===== src/rtl/storemem.sv =====
// Read-modify-write store unit: inserts SB/SH data into a word RAM without byte
// enables, or writes SW words directly. Misaligned or unknown stores are rejected.
module storemem #(
    parameter int D_WIDTH = 32,
    parameter int A_WIDTH = 32
) (
    input  logic               clk,
    input  logic               rst_n,
    input  logic               st_valid,
    output logic               st_ready,
    input  logic [A_WIDTH-1:0] st_addr,
    input  logic [D_WIDTH-1:0] st_data,
    input  logic [2:0]         st_mode,
    output logic [A_WIDTH-1:0] mem_addr,
    output logic               mem_re,
    input  logic [D_WIDTH-1:0] mem_rdata,
    output logic               mem_we,
    output logic [D_WIDTH-1:0] mem_wdata,
    output logic               st_done,
    output logic               st_misalign
);

    localparam logic [1:0] S_IDLE = 2'd0;
    localparam logic [1:0] S_RD   = 2'd1;
    localparam logic [1:0] S_WR   = 2'd2;
    localparam logic [1:0] S_ERR  = 2'd3;

    logic [1:0]         state_q, state_d;
    logic [1:0]         lane_q, lane_d;
    logic [1:0]         mode_q, mode_d;
    logic [D_WIDTH-1:0] data_q, data_d;
    logic [A_WIDTH-1:0] maddr_q, maddr_d;
    logic               accept;
    logic               misalign;
    logic [D_WIDTH-1:0] merged;

    assign accept = st_valid && (state_q == S_IDLE);

    always_comb begin
        misalign = 1'b1;
        case (st_mode)
            3'b000:  misalign = 1'b0;
            3'b001:  misalign = st_addr[0];
            3'b010:  misalign = (st_addr[1:0] != 2'b00);
            default: misalign = 1'b1;
        endcase
    end

    // Only the low address bits and the size are needed after acceptance; the
    // word address lives in maddr_q, which an ERR request leaves untouched.
    always_comb begin
        state_d = state_q;
        lane_d  = lane_q;
        mode_d  = mode_q;
        data_d  = data_q;
        maddr_d = maddr_q;
        case (state_q)
            S_IDLE: begin
                if (accept) begin
                    lane_d = st_addr[1:0];
                    mode_d = st_mode[1:0];
                    data_d = st_data;
                    if (misalign) begin
                        state_d = S_ERR;
                    end else begin
                        maddr_d = {st_addr[A_WIDTH-1:2], 2'b00};
                        state_d = (st_mode == 3'b010) ? S_WR : S_RD;
                    end
                end
            end
            S_RD:    state_d = S_WR;
            S_WR:    state_d = S_IDLE;
            default: state_d = S_IDLE;
        endcase
    end

    always_ff @(posedge clk or negedge rst_n) begin
        if (!rst_n) begin
            state_q <= S_IDLE;
            lane_q  <= '0;
            mode_q  <= '0;
            data_q  <= '0;
            maddr_q <= '0;
        end else begin
            state_q <= state_d;
            lane_q  <= lane_d;
            mode_q  <= mode_d;
            data_q  <= data_d;
            maddr_q <= maddr_d;
        end
    end

    always_comb begin
        merged = mem_rdata;
        case (mode_q)
            2'b00:   merged[{lane_q, 3'b000} +: 8]     = data_q[7:0];
            2'b01:   merged[{lane_q[1], 4'b0000} +: 16] = data_q[15:0];
            default: merged = data_q;
        endcase
    end

    // Strobes decode straight from the state register so reset kills them at once.
    assign st_ready    = (state_q == S_IDLE);
    assign mem_re      = (state_q == S_RD);
    assign mem_we      = (state_q == S_WR);
    assign st_done     = (state_q == S_WR);
    assign st_misalign = (state_q == S_ERR);
    assign mem_addr    = maddr_q;
    assign mem_wdata   = (state_q == S_WR) ? merged : '0;

endmodule


===== config.mk =====
export PLATFORM = sky130hd
export DESIGN_NAME = storemem
export DESIGN_NICKNAME = d
export VERILOG_FILES = /design/src/rtl/storemem.sv
export SDC_FILE = /design/constraint.sdc
export NUM_CORES = 1
export LEC_CHECK = 0
export CORE_MARGIN = 2
export CORE_UTILIZATION = 43
export CTS_CLUSTER_DIAMETER = 100
export CTS_CLUSTER_SIZE = 16
export DETAILED_ROUTE_END_ITERATION = 16
export PLACE_DENSITY = 0.86
export SKIP_LAST_GASP = 1
export SYNTH_ARGS = -nofsm -noshare
export SYNTH_HDL_FRONTEND = slang
export SYNTH_SLANG_ARGS = --single-unit

===== constraint.sdc =====
create_clock -name clk -period 2.8 [get_ports clk]
set_input_delay 0.42 -clock clk [delete_from_list [all_inputs] [get_ports clk]]
set_output_delay 0.42 -clock clk [all_outputs]
set_load 0.1 [all_outputs]

==> flow_summary.ini <==
[run_status]
status = complete, no violations

[worst_setup_path]
worstPathArrival_ns = 2.21
startpoint_type = flop
worst-setup-path-type = flop to output port
critPathRequiredTime_ns = 2.38
critPathMaxFanout = 30
cp-end-kind = output port

[cells_and_area]
syn2layout_area_growth_pct = 64.88
nNetsFinal = 633
n_antenna_cell = 0
drive_gt1_share_pct = 40.87
fin_area_sq_um = 6760

[die]
fp-row-count = 35
design.die.area_sq_um = 10330
fp.dieH_um = 101.7
start_util_pct = 44.37
io_pins = 171
core_area_sq_um = 9240
die_w_um = 101.7

[drt]
drt_wl_total_mm = 13.03
ant_nets = 0
vias = 3809
drcViolationCount = 0
first_iter_violations = 214
vias_per_cell = 5.771
drt-pass1-iter-count = 5
avgRoutedWirePerCell_um = 19.74

[cts]
htreeDepth = 3
clk_latency_ns = 0.34
root_buffer = clkbuf_8
path_clk_slew_ns = 0.08
numCtsBuffers = 9
cts_sinks = 68
cts_tree = yes
clock_path_buffers = 2

[sta]
period_minus_slack_ns = 2.625
rsz0062_at_grt = no
worstMarginPinSlew_ns = 0.6359
setup_viol = 0
period_share_pct = 93.76
tns_ns = 0
max_freq_mhz = 380.9
holdWs_ns = 0.4150
fin_skew_ns = 0.01184
final.setup.worst_slack_ns = 0.1748
maxSlewViolCount = 0
max_slew_margin_pct = 57.61
finalHoldViolations = 0

[place]
gp_congestion = 0.8171
hpwl_mm = 9.765
dpl_worst_slack_ns = 0.3465
io_buffers = 168
placed_area_sq_um = 6524

[synthesis]
ys_warn_count = 0
synth_common_cells = mux2_2, dfrtp_1, nor2b_1
yosysSeqAreaShare_pct = 41.50
syn-cell-area_sq_um = 4100
async_flop_share_pct = 100.0
yosysUniqueCellTypes = 38
synthFlopType = dfrtp_1
synth.area.top_cells = dfrtp_1, mux2_2, nor2b_1, o22ai_1, a41oi_1
syn_inst = 367
yosysMostFrequentCell = mux2_2
yosysTopAreaCell = dfrtp_1
synth_top_area_share_pct = 41.50
synth_edf_count = 0
ys_ff_latch = 68
syn_avg_cell_area_sq_um = 11.17

[power_and_ir_drop]
p_per_area_nw_per_um2 = 1156
p_total_mw = 7.813
peakVddDrop_mv = 1.194
leakage_nw = 2.603

[global_route]
grt_pass1_wl_mm = 20.63
grt_usage_pct = 25.84
grt_max_degree = 65
grt_antenna_before_repair = 0
grt_overflow = 0
grt_pass1_vias = 4031

[worst_hold_path]
min_path_type = input pin to asynchronous set/reset pin

[run]
max-cap-violations = 0
-- metal layers --
metal / wire (um) / part of all wire [%] / up-vias / track usage (%)
met5: 0 / 0 / - / 0
met4: 343 / 2.6 / 0 / 9.875
met3: 1268 / 9.7 / 28 / 9.386
met2: 6544 / 50 / 201 / 43.67
met1: 4874 / 37 / 1846 / 29.94
li1: - / - / 1734 / -
-- sequential cells by signal, summed over array words and instances (netlist names) --
| register | cells |
|---|---|
| state_q | 2 |
| mode_q | 2 |
| mem_addr | 30 |
| data_q | 32 |
| lane_q | 2 |
-- area by class of cell --
class | count | area [sq um]
clock buffers | 9 | 123.9
well taps | 129 | 161.4
multi-input cells | 256 | 2566
clock inverters | 7 | 80.08
flip-flops and latches | 68 | 1702
inverters | 7 | 32.53
fillers | 621 | 2480
repair buffers | 184 | 2095
-- path summary, 6_finish.rpt --
path	start	endpoint	slack, ns	cells past startpoint
max in group asynchronous	rst_n	data_q[9]	1.83	3
hold reg to reg	mem_addr[12]	mem_addr[12]	0.50	1
setup reg to reg	state_q[1]	mem_addr[3]	0.89	4
setup / recovery	lane_q[1]	mem_wdata[19]	0.17	6
hold / removal	rst_n	mem_addr[27]	0.41	2
min in group clk	mem_addr[12]	mem_addr[12]	0.50	1
-- what timing repair did --
item,4_1_cts,5_1_grt
endpoints found under the setup margin,6,22
hold buffers,1,0
endpoints found under the hold margin,4,0
setup buffers,2,0
resized for setup,0,4
pin swaps,0,0
-- power breakdown --
| part | switching, mW | total, mW | internal (mW) |
|---|---|---|---|
| clock | 0.412 | 0.836 | 0.424 |
| combinational | 3.60 | 5.33 | 1.73 |
| sequential | 0.316 | 1.64 | 1.33 |
-- per-stage QoR --
stage          utilization, %  std cells
2_1_floorplan               -        368
3_3_place_gp            70.60        641
3_5_place_dp            70.60        641
4_1_cts                 73.08        660
5_1_grt                 73.16        660
6_report                73.16        660
-- critical path, cell delays in order, from the launching register on --
cell,delay [ns]
dfrtp_1,0.35
buf_4,0.33
ha_2,0.43
nor2b_1,0.11
a41oi_1,0.29
o22ai_2,0.14
buf_12,0.21
-- placed cells by master, fill, tap and decap left out, types with 3 or more instances in the layout --
cell type	n
a41oi_1	16
buf_4	45
mux2_2	76
nor2b_1	26
a21oi_4	8
and4b_1	8
clkdlybuf4s50_1	100
a211oi_1	8
mux2_1	5
o31ai_1	8
and2_1	10
clkbuf_8	9
a32oi_1	8
o22ai_4	18
a22oi_1	16
clkinvlp_4	3
inv_1	5
inv_6	4
o21ai_0	10
ha_1	4
o211ai_1	8
buf_12	37
o22ai_2	6
dfrtp_1	68
-- logic make-up (layout without fill, tap and decap cells) --
kind of cell / count (synthesis) / after routing / share of synthesized area [%]
other: 1 / 2 / 0.09146
buffers and inverters: 44 / 207 / 5.523
DFF: 68 / 68 / 41.50
AOI/OAI and AO/OA: 110 / 110 / 19.32
muxes: 81 / 81 / 22.25
and+or+nand+nor: 58 / 58 / 9.796
adders and majority gates: 5 / 5 / 1.526
Note: power is estimated with default switching activity, not from simulation.
